===== src/rtl/factor_quiz_ctrl.sv =====
// factor_quiz_ctrl
// Round sequencer for the factorization quiz. For every round it requests a
// problem word, latches the 12-bit problem and its 24-bit expected factor
// list, shows the problem, waits for a submit press or a timeout, then judges
// the player's answer. It keeps score and round count and drives the 24-bit
// display word used by the 7-seg/LED output stage.
//
// Parameters:
//   ROUNDS      rounds per game (1..15)
//   TIME_LIMIT  tick pulses allowed per round before timeout (1..255)
//   DB_CYCLES   consecutive high samples needed to accept a key press (2..15)
//
// Ports:
//   CLK        in   system clock, rising edge
//   RST        in   asynchronous active-low reset
//   num_array  in   [35:24] problem, [23:0] expected answer (six 4-bit factors)
//   key        in   raw buttons, [0]=start/next, [1]=submit
//   ans        in   player's entered factors, packed like num_array[23:0]
//   tick       in   one-cycle timebase strobe
//   prob_req   out  one-cycle request for the next problem word
//   disp       out  display word
//   judge_ok   out  last round answered correctly (held while showing result)
//   judge_ng   out  last round wrong or timed out (held while showing result)
//   score      out  correct rounds this game
//   round      out  current round index, 0-based
//   busy       out  high whenever a game is in progress
//   done       out  game finished

module factor_quiz_ctrl #(
  parameter int ROUNDS     = 8,
  parameter int TIME_LIMIT = 30,
  parameter int DB_CYCLES  = 4
) (
  input  logic        CLK,
  input  logic        RST,
  input  logic [35:0] num_array,
  input  logic [1:0]  key,
  input  logic [23:0] ans,
  input  logic        tick,
  output logic        prob_req,
  output logic [23:0] disp,
  output logic        judge_ok,
  output logic        judge_ng,
  output logic [3:0]  score,
  output logic [3:0]  round,
  output logic        busy,
  output logic        done
);

  localparam logic [3:0] DB_MAX     = 4'(DB_CYCLES);
  localparam logic [3:0] DB_FIRE    = 4'(DB_CYCLES - 1);
  localparam logic [7:0] TIMER_INIT = 8'(TIME_LIMIT);
  localparam logic [3:0] LAST_ROUND = 4'(ROUNDS - 1);

  typedef enum logic [2:0] {
    S_IDLE,
    S_LOAD,
    S_FETCH,
    S_ASK,
    S_JUDGE,
    S_RESULT,
    S_DONE
  } state_t;

  state_t      state, state_next;
  logic [1:0]  sync_a, sync_b;
  logic [1:0]  press;
  logic        start_ev, submit_ev;
  logic [11:0] prob, prob_next;
  logic [23:0] exp_ans, exp_next;
  logic [7:0]  timer, timer_next;
  logic [3:0]  score_next, round_next;
  logic        ok_next, ng_next;

  // Two-flop synchroniser for the raw buttons.
  always_ff @(posedge CLK or negedge RST) begin
    if (!RST) begin
      sync_a <= 2'b00;
      sync_b <= 2'b00;
    end else begin
      sync_a <= key;
      sync_b <= sync_a;
    end
  end

  // Per-key debounce: the counter restarts whenever the synced level drops,
  // and saturates at DB_MAX so a held key fires exactly once.
  for (genvar i = 0; i < 2; i++) begin : g_debounce
    logic [3:0] cnt;

    always_ff @(posedge CLK or negedge RST) begin
      if (!RST) begin
        cnt <= 4'd0;
      end else if (!sync_b[i]) begin
        cnt <= 4'd0;
      end else if (cnt != DB_MAX) begin
        cnt <= cnt + 4'd1;
      end
    end

    // Fires on the DB_CYCLES-th consecutive high sample.
    assign press[i] = sync_b[i] && (cnt == DB_FIRE);
  end

  // Submit has priority: a simultaneous start is dropped.
  assign submit_ev = press[1];
  assign start_ev  = press[0] & ~press[1];

  // State and datapath registers.
  always_ff @(posedge CLK or negedge RST) begin
    if (!RST) begin
      state    <= S_IDLE;
      prob     <= 12'h000;
      exp_ans  <= 24'h000000;
      timer    <= 8'd0;
      score    <= 4'd0;
      round    <= 4'd0;
      judge_ok <= 1'b0;
      judge_ng <= 1'b0;
    end else begin
      state    <= state_next;
      prob     <= prob_next;
      exp_ans  <= exp_next;
      timer    <= timer_next;
      score    <= score_next;
      round    <= round_next;
      judge_ok <= ok_next;
      judge_ng <= ng_next;
    end
  end

  // Next-state and output logic. Everything holds by default; each state
  // only overrides what it changes.
  always_comb begin
    state_next = state;
    prob_next  = prob;
    exp_next   = exp_ans;
    timer_next = timer;
    score_next = score;
    round_next = round;
    ok_next    = judge_ok;
    ng_next    = judge_ng;
    prob_req   = 1'b0;
    busy       = 1'b1;
    done       = 1'b0;
    disp       = 24'h000000;

    case (state)
      S_IDLE: begin
        busy = 1'b0;
        if (start_ev) begin
          state_next = S_LOAD;
          round_next = 4'd0;
          score_next = 4'd0;
        end
      end

      S_LOAD: begin
        prob_req   = 1'b1;
        state_next = S_FETCH;
      end

      // The source answers prob_req one cycle later, which is this state.
      S_FETCH: begin
        prob_next  = num_array[35:24];
        exp_next   = num_array[23:0];
        timer_next = TIMER_INIT;
        state_next = S_ASK;
      end

      // A submit in the same cycle as the last tick beats the timeout
      // because it is tested first.
      S_ASK: begin
        disp = {12'h000, prob};
        if (submit_ev) begin
          state_next = S_JUDGE;
        end else if (tick) begin
          if (timer <= 8'd1) begin
            timer_next = 8'd0;
            ng_next    = 1'b1;
            state_next = S_RESULT;
          end else begin
            timer_next = timer - 8'd1;
          end
        end
      end

      S_JUDGE: begin
        if (ans == exp_ans) begin
          ok_next    = 1'b1;
          score_next = (score == 4'd15) ? 4'd15 : score + 4'd1;
        end else begin
          ng_next = 1'b1;
        end
        state_next = S_RESULT;
      end

      S_RESULT: begin
        disp = exp_ans;
        if (start_ev) begin
          ok_next = 1'b0;
          ng_next = 1'b0;
          if (round == LAST_ROUND) begin
            state_next = S_DONE;
          end else begin
            round_next = round + 4'd1;
            state_next = S_LOAD;
          end
        end
      end

      // Score and round stay visible until the next game starts.
      S_DONE: begin
        busy = 1'b0;
        done = 1'b1;
        disp = {20'h00000, score};
        if (start_ev) begin
          state_next = S_IDLE;
        end
      end

      default: begin
        state_next = S_IDLE;
      end
    endcase
  end

endmodule

===== config.mk =====
export PLATFORM = sky130hd
export DESIGN_NAME = factor_quiz_ctrl
export DESIGN_NICKNAME = d
export VERILOG_FILES = /design/src/rtl/factor_quiz_ctrl.sv
export SDC_FILE = /design/constraint.sdc
export NUM_CORES = 1
export LEC_CHECK = 0
export BUFFER_PORTS_ARGS = -buffer_cell sky130_fd_sc_hd__clkbuf_2
export CAP_MARGIN = 20
export CORE_MARGIN = 4
export CORE_UTILIZATION = 25
export CTS_CLUSTER_DIAMETER = 150
export DETAILED_ROUTE_END_ITERATION = 8
export PLACE_DENSITY = 0.5
export SYNTH_ARGS = -nofsm -noshare
export SYNTH_HDL_FRONTEND = slang
export SYNTH_SLANG_ARGS = --single-unit

===== constraint.sdc =====
create_clock -name CLK -period 2.04 [get_ports CLK]
set_input_delay 0.204 -clock CLK [delete_from_list [all_inputs] [get_ports CLK]]
set_output_delay 0.204 -clock CLK [all_outputs]
set_load 0.01 [all_outputs]

Word level (Yosys, flattened, before mapping)
Cells that the tools add are included.

Register bits: 69. Bits of input ports: 65. Word-level logic and storage cells: 96.

Add/subtract/negate cells: 5. $lt $le $gt $ge: 1. Eq/ne operators: 26. Multiplexer cells: 35. Bitwise logic cells: 2. Reduce and logical (&&, ||, !) cells: 15.

Operator list (count): 24-bit one-hot mux with 3 select lines (1); 4-bit 2-to-1 mux (9); 24-bit == test (1); 8-bit 2-to-1 mux (3); 3-bit 2-to-1 mux (7); 3-bit one-hot mux with 7 select lines (1); 2-bit inequality test (second input constant) (9); 4-bit by 1-bit adder with 4-bit output (second input constant) (4); 4-bit one-hot mux with 2 select lines (2); 8-bit one-hot mux with 2 select lines (1); 3-bit == test (second input constant) (3); 1-bit 2-to-1 mux (9); 3-bit AND reduction (3); 4-bit by 2-bit == test with 1-bit output (second input constant) (2); 8-bit by 1-bit less-or-equal comparator with 1-bit output (second input constant) (1); 4-bit by 3-bit inequality test with 1-bit output (second input constant) (2); 2-bit nonzero test (4); 8-bit by 1-bit subtractor with 8-bit output (second input constant) (1); 3-bit by 2-bit == test with 1-bit output (second input constant) (2); 3-bit inequality test (second input constant) (2); 6-bit AND reduction (1); 5-bit AND reduction (1); 4-bit by 3-bit == test with 1-bit output (second input constant) (1); 4-bit == test (second input constant) (1); 11 further kinds (13).

Longest topological paths before layout
Gate-level depths: netlist of run 1.

Word-level depth: 6. Mapped depth: 7. Mapped depth without buffers: 7.

Worst setup path before layout of run 1
Ideal clock, no wire load.

Path type: reg2reg. From: reg state[1]. To: reg judge_ng. Arrival: 1620 ps. Data required time: 1919 ps. Setup slack: 299 ps. Cell stages (with the launch flop): 7. Path buffers: 1. Period minus slack after synthesis: 1741 ps. Path through: dfrtp_1 -> buf_6 -> nor3b_4 -> nand4_2 -> nor4_4 -> nand3_2 -> a22o_1.

Cells in the longest elaborated chain, start to end: 3.

RTL lines: start, declared (RTL line 65) `state_t state, state_next;`; start signal, assigned (RTL line 121) `state <= state_next;`; 3-bit == test or 3-bit by 2-bit == test with 1-bit output (tied branches) (RTL line 148) `case (state)`; 2-bit inequality test (no line) or 3-bit nonzero test (tied branches); 6-bit AND reduction (no line); end signal, assigned (RTL line 128) `judge_ng <= ng_next;`; end, declared (RTL line 43) `output logic judge_ng,`.

Several ways; a longest one is shown, not always the timed one. A chain may end at the register's enable or synchronous reset.

Final worst setup path of run 1
From: reg state[1]. To: out busy.

Cells in the longest elaborated chain, start to end: 3.

RTL lines: 3-bit == test or 3-bit zero test (tied branches) (RTL line 148); 2-bit OR reduction (no line) *; 1-bit 2-to-1 mux * (RTL line 148); end, declared (RTL line 46) `output logic busy,`.

Every way passes the cells marked *; elsewhere a longest branch is shown, timed or not.

==> impl_metrics.toml, run 1 <==
[cells_and_area]
syn_to_final_growth_pct = 31.21
n_antenna_cell = 0
nets = 537
layout_common_cells = "clkbuf_2 (100), dfrtp_1 (67), mux2_2 (37)"
final_area_um2 = 4928
instances_no_fill = 652
drive_gt1_frac = 0.3953
fillers = 1526
mostFrequentLayoutCell = "clkbuf_2"

[critical_path]
timing.rr.start = "state[2]$_DFFE_PN0P_"
cp_slowest_cell = "dfrtp_2"
reg2reg_slack_ns = 0.16
worstSetupPathType = "register to output pin"
r2r_end = "judge_ng$_DFFE_PN0P_"
cp.required_ns = 1.84
path_cells = "buf_4, nor2b_2, buf_6, or3_1, clkbuf_2"
cp.arrival_ns = 1.75
cp.depth = 5
path_buf_inv = 3
critPathMaxStageDelay_ns = 0.45
cp-startpoint = "state[1]$_DFFE_PN0P_"
path_max_fanout = 10
r2r.worst_path.cells = 5
endpoint_kind = "output pin"
path_delay_family = "buffers and inverters"
critPathCapture = "busy"
crit_path_start_kind = "register"

[routing]
wl_per_cell_um = 15.67
num_vias = 3027
via_per_inst = 4.643
drt-total-wl_um = 10220
drt_first_pass_iters = 4
ant_nets = 0
drc_errors = 0
drtIter0Drc = 94

[global_route]
grt_pass1_vias = 3164
grt_overflow_total = 0
grt.total_usage = 0.1257
grt_max_degree = 31
grt_pass1_wl_um = 16410
antenna_found_initial = 0

[yosys]
syn_area_um2 = 3756
synthFlopType = "dfrtp_1"
ys_warn_count = 0
synth_area_leader_cell = "dfrtp_1"
seq_area_frac_synth = 0.4597
synth-edff-count = 0
syn_inst = 345
synth_async_sr_flop_share = 1.000
ys_top_cells_by_area = "dfrtp_1 (46%), mux2_2 (11%), xnor2_1 (5.4%)"
synth_cell_type_count = 50
synth-seq-cells = 69
synth_fp_nets = 418
synth.avg_cell_area_um2 = 10.89
synth_top_area_share = 0.4597

[clock_tree]
cts_buffers = 9
cts_tree = "yes"
cts_max_level = 3
cts.sinks = 69
clockRootBuffer = "clkbuf_16"
path_clk_slew_ns = 0.05
clk_path_buf_depth = 2
clk_latency_ns = 0.34

[timing]
fmax_mhz = 513.0
slew_headroom = 0.5788
finalSetupViolCount = 0
hold_viol = 0
whs_ns = 0.09778
post-route-period-util = 0.9556
worst_pin_slew_ns = 0.6290
drv_slew = 0
fin_crit_ns = 1.949
rsz0062_at_grt = "no"
fin_setup_tns_ns = 0
skew_ns = 0.004819

[place]
placed_cell_area_um2 = 4592
gp_congestion = 0.7914
dp_hpwl_um = 7899
io_buffers = 101
dp.cells = 632

[die]
die_width_um = 130.6
die_area_um2 = 17050
core_area_um2 = 14640
start_util = 0.2565
io_pins = 102
num_rows = 44
die_y_um = 130.6

[outcome]
status = "finished, final reports clean"

[job]
drv_cap = 0

[power_and_ir_drop]
ir_worst_vdd_mv = 0.5675
p_leak_nw = 2.248
p_per_area_nw_per_um2 = 1339

[worst_hold_path]
hp-class = "input port to register"
==> how the worst min path moves through the flow <==
| stage | end | cells past startpoint | startpoint |
|---|---|---|---|
| after floorplan | exp_ans[0]$_DFFE_PN0P_ | 0 | RST |
| after global placement | g_debounce[0].cnt[1]$_DFFE_PN0P_ | 1 | RST |
| after detailed placement | g_debounce[0].cnt[1]$_DFFE_PN0P_ | 1 | RST |
| after CTS | prob[8]$_DFFE_PN0P_ | 2 | num_array[32] |
| after global routing | exp_ans[23]$_DFFE_PN0P_ | 2 | num_array[23] |
| final | exp_ans[5]$_DFFE_PN0P_ | 2 | num_array[5] |
==> flip-flops by register name (all words and copies together) (netlist names) <==
name            count
g_debounce.cnt      8
judge_ng            1
judge_ok            1
sync_a              2
sync_b              2
prob               12
round               4
state               3
score               4
exp_ans            24
timer               8
==> cell families after synthesis <==
kind of cell	after synthesis	synth area share
AOI/OAI and AO/OA	65	0.1199
xor gates and xnor gates	27	0.06296
adders and majority gates	8	0.02665
buffers and inverters	26	0.02931
DFF	69	0.4597
muxes	42	0.1243
and+or+nand+nor	108	0.1772
==> final cells by class <==
class                   count  area [um^2]  share of cell area
clock buffers              14        274.0             0.05560
clock inverters             1        5.005            0.001015
inverters                  12        45.04            0.009139
multi-input cells         250         1933              0.3922
flip-flops and latches     69         1729              0.3509
well taps                 184        230.2             0.04671
repair buffers            122        711.9              0.1445
==> cells in the mapped netlist (2+ instances only) <==
| library cell | number |
|---|---|
| a21boi_0 | 2 |
| a21o_1 | 2 |
| a21oi_1 | 15 |
| a22o_1 | 10 |
| a22oi_1 | 8 |
| a31oi_1 | 3 |
| and2_1 | 16 |
| and3_1 | 2 |
| and3b_1 | 2 |
| and4_1 | 2 |
| buf_2 | 4 |
| clkbuf_1 | 9 |
| dfrtp_1 | 69 |
| ha_1 | 8 |
| inv_1 | 12 |
| mux2_2 | 37 |
| mux2i_1 | 5 |
| nand2_1 | 19 |
| nand2b_1 | 5 |
| nand3_1 | 9 |
| nand3b_1 | 5 |
| nand4_1 | 8 |
| nor2_1 | 6 |
| nor2b_1 | 16 |
| nor3_1 | 5 |
| nor3b_1 | 2 |
| o211a_1 | 2 |
| o21ai_0 | 13 |
| o31ai_1 | 2 |
| or3_1 | 2 |
| xnor2_1 | 23 |
| xor2_1 | 4 |
==> what timing repair did <==
item / in CTS / in global routing
hold endpoints to repair: 24 / 0
hold buffers: 3 / 0
cloned: 0 / 0
gates resized for setup: 2 / 4
setup buffers: 0 / 2
endpoints found under the setup margin: 16 / 11
==> worst register-to-register path, stage by stage (launching register included) <==
cell	delay [ns]
dfrtp_1	0.53
nor3b_4	0.27
nand4_2	0.13
nor4_4	0.41
nand3_2	0.19
a22o_1	0.23
==> power by group <==
part / switching [W] / leakage (nW) / internal [W]
Combinational: 0.00135 / 1.28 / 0.00146
Clock: 0.000570 / 0.139 / 0.000914
Sequential: 0.000443 / 0.827 / 0.00186
Total: 0.00236 / 2.25 / 0.00423
==> through the flow <==
stage | power, W | worst slack (ns) | util
2_1_floorplan | 0.004107 | 0.2993 | -
3_3_place_gp | 0.005058 | 0.1986 | 0.3136
3_5_place_dp | 0.005095 | 0.1806 | 0.3136
4_1_cts | 0.006650 | 0.01693 | 0.3348
5_1_grt | 0.007073 | 0.01131 | 0.3366
6_report | 0.006597 | 0.09056 | 0.3366
==> routing by layer <==
layer	share of wire	track usage
met1	0.46	0.1619
met2	0.44	0.1855
met3	0.080	0.05407
met4	0.022	0.05142
met5	0	0
Note: power is estimated with default switching activity, not from simulation.
==> run 2: changes to the inputs <==
--- a/config.mk
+++ b/config.mk
@@ -12,6 +12,7 @@
 export CTS_CLUSTER_DIAMETER = 150
 export DETAILED_ROUTE_END_ITERATION = 8
 export PLACE_DENSITY = 0.5
+export SETUP_SLACK_MARGIN = 0.2
 export SYNTH_ARGS = -nofsm -noshare
 export SYNTH_HDL_FRONTEND = slang
 export SYNTH_SLANG_ARGS = --single-unit
==> run 2 against run 1 <==
- worst setup slack improved by 0.12 ns
- sequential cell count did not move
- clock-buffer cell count did not move
- global-route usage rose by 0.13 points
- critical path depth did not move
- sequential power barely moved
- register-to-register slack improved by 0.07 ns
- combinational power rose by 8.5%
- routed wire length rose by 3.6%
- first-iteration DRC count rose by 21%
- final cell count rose by 1.4%
- utilization rose by 1.2 points
==> impl_metrics.toml, run 2 (synthesis results as in run 1) <==
[outcome]
status = "finished, final reports clean"

[clock_tree]
clk_latency_ns = 0.34
path_clk_slew_ns = 0.05
cts_buffers = 9
clockRootBuffer = "clkbuf_16"
cts.sinks = 69
cts_max_level = 3
cts_tree = "yes"
clk_path_buf_depth = 2

[worst_hold_path]
hold_path.startpoint = "num_array[8]"
hp-class = "input port to register"

[timing]
fin_crit_ns = 1.829
skew_ns = 0.004832
rsz0062_at_grt = "yes"
fmax_mhz = 546.9
worst_pin_slew_ns = 0.5877
post-route-period-util = 0.8964
hold_viol = 0
whs_ns = 0.09761
slew_headroom = 0.6082
finalSetupViolCount = 0
fin_setup_tns_ns = 0
layout_setup_ws_ns = 0.2114
drv_slew = 0

[critical_path]
critPathMaxStageDelay_ns = 0.40
crit_path_start_kind = "register"
cp_slowest_cell = "dfrtp_2"
path_max_fanout = 7
path_delay_family = "simple AND/OR/NAND/NOR gates"
worstSetupPathType = "register to output pin"
endpoint_kind = "output pin"
path_buf_inv = 3
cp-startpoint = "state[1]$_DFFE_PN0P_"
cp.required_ns = 1.84
cp.arrival_ns = 1.62
timing.rr.start = "g_debounce[0].cnt[1]$_DFFE_PN0P_"
path_cells = "buf_4, nor2b_4, buf_6, or3_1, clkbuf_2"

[die]
start_util = 0.2565
die_y_um = 130.6
io_pins = 102
die_width_um = 130.6
num_rows = 44
die_area_um2 = 17050
core_area_um2 = 14640

[job]
drv_cap = 0

[routing]
drtIter0Drc = 114
drt_first_pass_iters = 4
highest_layer = "met4"
wl_met3_um = 755
num_vias = 3066
drt-total-wl_um = 10590
m1WireLength_um = 4856
drc_errors = 0
wl_per_cell_um = 16.02
ant_nets = 0
dr_wl_met2_um = 4821
via_per_inst = 4.638

[global_route]
grt_overflow_total = 0
grt_max_degree = 31
grt_pass1_wl_um = 16570
grt.total_usage = 0.1270
grt_pass1_vias = 3206
antenna_found_initial = 0

[place]
gp_congestion = 0.7914
placed_cell_area_um2 = 4592
io_buffers = 101
post-place-ws_ns = 0.1806
dp_hpwl_um = 7899

[power_and_ir_drop]
p_leak_nw = 2.308
ir_worst_vdd_mv = 0.5856
p_per_area_nw_per_um2 = 1342
p_total_w = 0.006846

[cells_and_area]
largest_reg_flops = 24
n_antenna_cell = 0
layout_common_cells = "clkbuf_2 (96), dfrtp_1 (66), mux2_2 (37)"
nets = 546
top_regs = "exp_ans (24), prob (12)"
top_register = "exp_ans"
fillers = 1509
drive_gt1_frac = 0.4340
mostFrequentLayoutCell = "clkbuf_2"
syn_to_final_growth_pct = 35.84
final_area_um2 = 5102
==> run 2: where the power goes <==
part / internal, W / leakage [nW] / switching (W)
sequential: 0.00186 / 0.825 / 0.000437
clock: 0.000915 / 0.139 / 0.000577
combinational: 0.00160 / 1.34 / 0.00145
==> run 2: layer usage <==
metal,vias to the layer above,track usage
met4,0,0.04658
met2,81,0.1936
li1,1492,-
met5,-,0
met3,10,0.05325
met1,1483,0.1614
==> run 2: worst register-to-register path, delay by kind of cell, from the launching register on <==
family,cells,cell delay [ns]
compound gates,1,0.30
fa+ha+maj,1,0.21
flops,1,0.39
mux,1,0.37
simple gates,2,0.43
==> run 2: layout make-up <==
cell class              count  area, um^2  area share
clock buffers              14       274.0     0.05370
flip-flops and latches     69        1730      0.3391
well taps                 184       230.2     0.04512
clock inverters             1       5.005   0.0009809
repair buffers            131       794.5      0.1557
multi-input cells         250        2023      0.3965
inverters                  12       45.04    0.008828
==> run 2: worst paths after layout <==
kind / endpoint / slack (ns) / cells past startpoint
setup / recovery: busy / 0.21 / 5
hold / removal: exp_ans[8]$_DFFE_PN0P_ / 0.1 / 2
setup reg to reg: state[0]$_DFFE_PN0P_ / 0.23 / 5
hold reg to reg: sync_b[0]$_DFF_PN0_ / 0.35 / 0
max in group asynchronous: prob[6]$_DFFE_PN0P_ / 0.95 / 3
min in group asynchronous: g_debounce[0].cnt[1]$_DFFE_PN0P_ / 0.42 / 2
==> run 2: per-stage QoR <==
step / std cells / utilization
2_1_floorplan: 345 / -
3_3_place_gp: 632 / 0.3136
3_5_place_dp: 632 / 0.3136
4_1_cts: 657 / 0.3407
5_1_grt: 661 / 0.3484
6_report: 661 / 0.3484
==> run 2: repair_timing <==
action,in CTS,in global routing
setup endpoints to repair,29,27
pin swaps,2,3
buffers inserted,6,3
resized for setup,13,26
cloned,1,1
endpoints found under the hold margin,24,0
hold buffers,3,0
==> run 3: changes to the inputs <==
--- a/config.mk
+++ b/config.mk
@@ -11,7 +11,7 @@
 export CORE_UTILIZATION = 25
 export CTS_CLUSTER_DIAMETER = 150
 export DETAILED_ROUTE_END_ITERATION = 8
-export PLACE_DENSITY = 0.5
+export PLACE_DENSITY = 0.52
 export SETUP_SLACK_MARGIN = 0.2
 export SYNTH_ARGS = -nofsm -noshare
 export SYNTH_HDL_FRONTEND = slang
==> constraint.sdc (replaced) <==
create_clock -name CLK -period 1.5 [get_ports CLK]
set_input_delay 0.15 -clock CLK [delete_from_list [all_inputs] [get_ports CLK]]
set_output_delay 0.15 -clock CLK [all_outputs]
set_load 0.01 [all_outputs]
==> run 3 against run 2 <==
- the flow now finishes with violations (negative setup slack)
- sequential share of layout area decreased by 5.8 points
- register-to-register slack got worse by 0.53 ns
- clock power increased by 42%
- combinational power increased by 88%
==> impl_metrics.toml, run 3 (synthesis results as in run 1) <==
[clock_tree]
clockRootBuffer = "clkbuf_16"
clk_path_buf_depth = 2
path_clk_slew_ns = 0.06
cts_buffers = 9
cts_tree = "yes"
clk_latency_ns = 0.34
cts.sinks = 69
cts_max_level = 3

[routing]
drt-total-wl_um = 11400
num_vias = 3427
drc_errors = 0
ant_nets = 0
wl_per_cell_um = 15.32
via_per_inst = 4.606
drt_first_pass_iters = 4
drtIter0Drc = 83

[cells_and_area]
largest_reg_flops = 24
nets = 628
top_regs = "exp_ans (24), prob (12)"
postLayoutCoreUtil = 0.4206
top_register = "exp_ans"
n_antenna_cell = 0
syn_to_final_growth_pct = 63.99
layout_common_cells = "clkbuf_2 (97), buf_4 (77), dfrtp_1 (66)"
drive_gt1_frac = 0.5964
mostFrequentLayoutCell = "clkbuf_2"

[global_route]
grt_pass1_wl_um = 18240
antenna_found_initial = 0
grt.total_usage = 0.1402
grt_max_degree = 32
grt_overflow_total = 0
grt_pass1_vias = 3624

[critical_path]
cp.required_ns = 1.35
endpoint_kind = "output pin"
crit_path_start_kind = "register"
path_max_fanout = 8
worstSetupPathType = "register to output pin"
cp.arrival_ns = 1.65

[place]
post-place-ws_ns = -0.3614
gp_congestion = 0.7961
io_buffers = 101
dp_hpwl_um = 8297

[timing]
whs_ns = 0.04388
drv_slew = 0
layout_setup_ws_ns = -0.2994
rsz0062_at_grt = "yes"
post-route-period-util = 1.200
slew_headroom = 0.6186
fin_crit_ns = 1.799
worst_pin_slew_ns = 0.5696
fmax_mhz = 555.7
skew_ns = 0.007773
hold_viol = 0
finalSetupViolCount = 84

[outcome]
violations = "negative setup slack"
status = "complete, but fails checks"

[die]
core_area_um2 = 14640
start_util = 0.2565
die_area_um2 = 17050
io_pins = 102
die_width_um = 130.6
die_y_um = 130.6
num_rows = 44

[power_and_ir_drop]
ir_worst_vdd_mv = 0.9200
p_leak_nw = 2.824
p_per_area_nw_per_um2 = 1781

[worst_hold_path]
hp-class = "input port to register"

[job]
drv_cap = 0
==> run 3: cell count changes in the layout (fill, tap and decap cells not counted), moves of 5 or more <==
cell     delta
buf_6      +22
a21oi_1     -8
a21oi_2     +7
and2_4     +10
buf_4      +58
o21ai_2     +5
and2_1     -10
o21ai_0     -7
nand2_1     -5
==> run 3: path summary, 6_finish.rpt <==
check	startpoint	depth (start not counted)	slack, ns	end
worst max register to register	state[2]$_DFFE_PN0P_	7	-0.30	prob[0]$_DFFE_PN0P_
worst min register to register	sync_a[1]$_DFF_PN0_	0	0.34	sync_b[1]$_DFF_PN0_
max in group asynchronous	RST	3	0.68	round[2]$_DFFE_PN0P_
worst max-delay path	state[2]$_DFFE_PN0P_	5	-0.30	disp[12]
min in group asynchronous	RST	2	0.31	timer[0]$_DFFE_PN0P_
worst min-delay path	num_array[29]	2	0.04	prob[5]$_DFFE_PN0P_
==> run 3: power breakdown <==
part | switching (W) | leakage (nW) | internal (W) | total (W)
Clock | 0.000781 | 0.143 | 0.00133 | 0.00211
Sequential | 0.000586 | 0.825 | 0.00253 | 0.00312
Combinational | 0.00244 | 1.86 | 0.00330 | 0.00574
==> run 3: metal layers <==
metal | part of all wire | GRT usage
met1 | 0.42 | 0.1665
met5 | 0 | 0
met2 | 0.50 | 0.2330
met3 | 0.055 | 0.04472
met4 | 0.026 | 0.06171
==> run 3: critical path, cell delays in order (launching register included) <==
cell	delay [ns]
dfrtp_2	0.46
buf_4	0.16
and3b_2	0.26
buf_6	0.16
and2_1	0.15
clkbuf_2	0.12
==> run 3: area by class of cell <==
class / count / area [um^2]
Fill cell: 1428 / 8484
Multi-Input combinational cell: 250 / 2300
Sequential cell: 69 / 1730
Timing Repair Buffer: 213 / 1555
Clock buffer: 12 / 246.5
Tap cell: 184 / 230.2
Inverter: 12 / 50.05
Clock inverter: 4 / 47.55
==> run 3: metrics by stage <==
stage	instance area (um^2)	total power, W	setup TNS [ns]	cells
3_5_place_dp	5115	0.007607	-11.08	692
3_3_place_gp	5115	0.007495	-9.351	692
5_1_grt	6160	0.01168	-25.13	744
2_1_floorplan	3885	0.005828	-3.154	345
6_report	6160	0.01097	-19.75	744
4_1_cts	5957	0.01074	-14.32	738
==> run 3: timing repair <==
action | CTS | global route
resized for setup | 63 | 39
hold endpoints to repair | 30 | 0
hold buffers | 3 | 0
buffers inserted | 24 | 6
cloned | 3 | 0
pin swaps | 34 | 25
setup endpoints to repair | 87 | 91
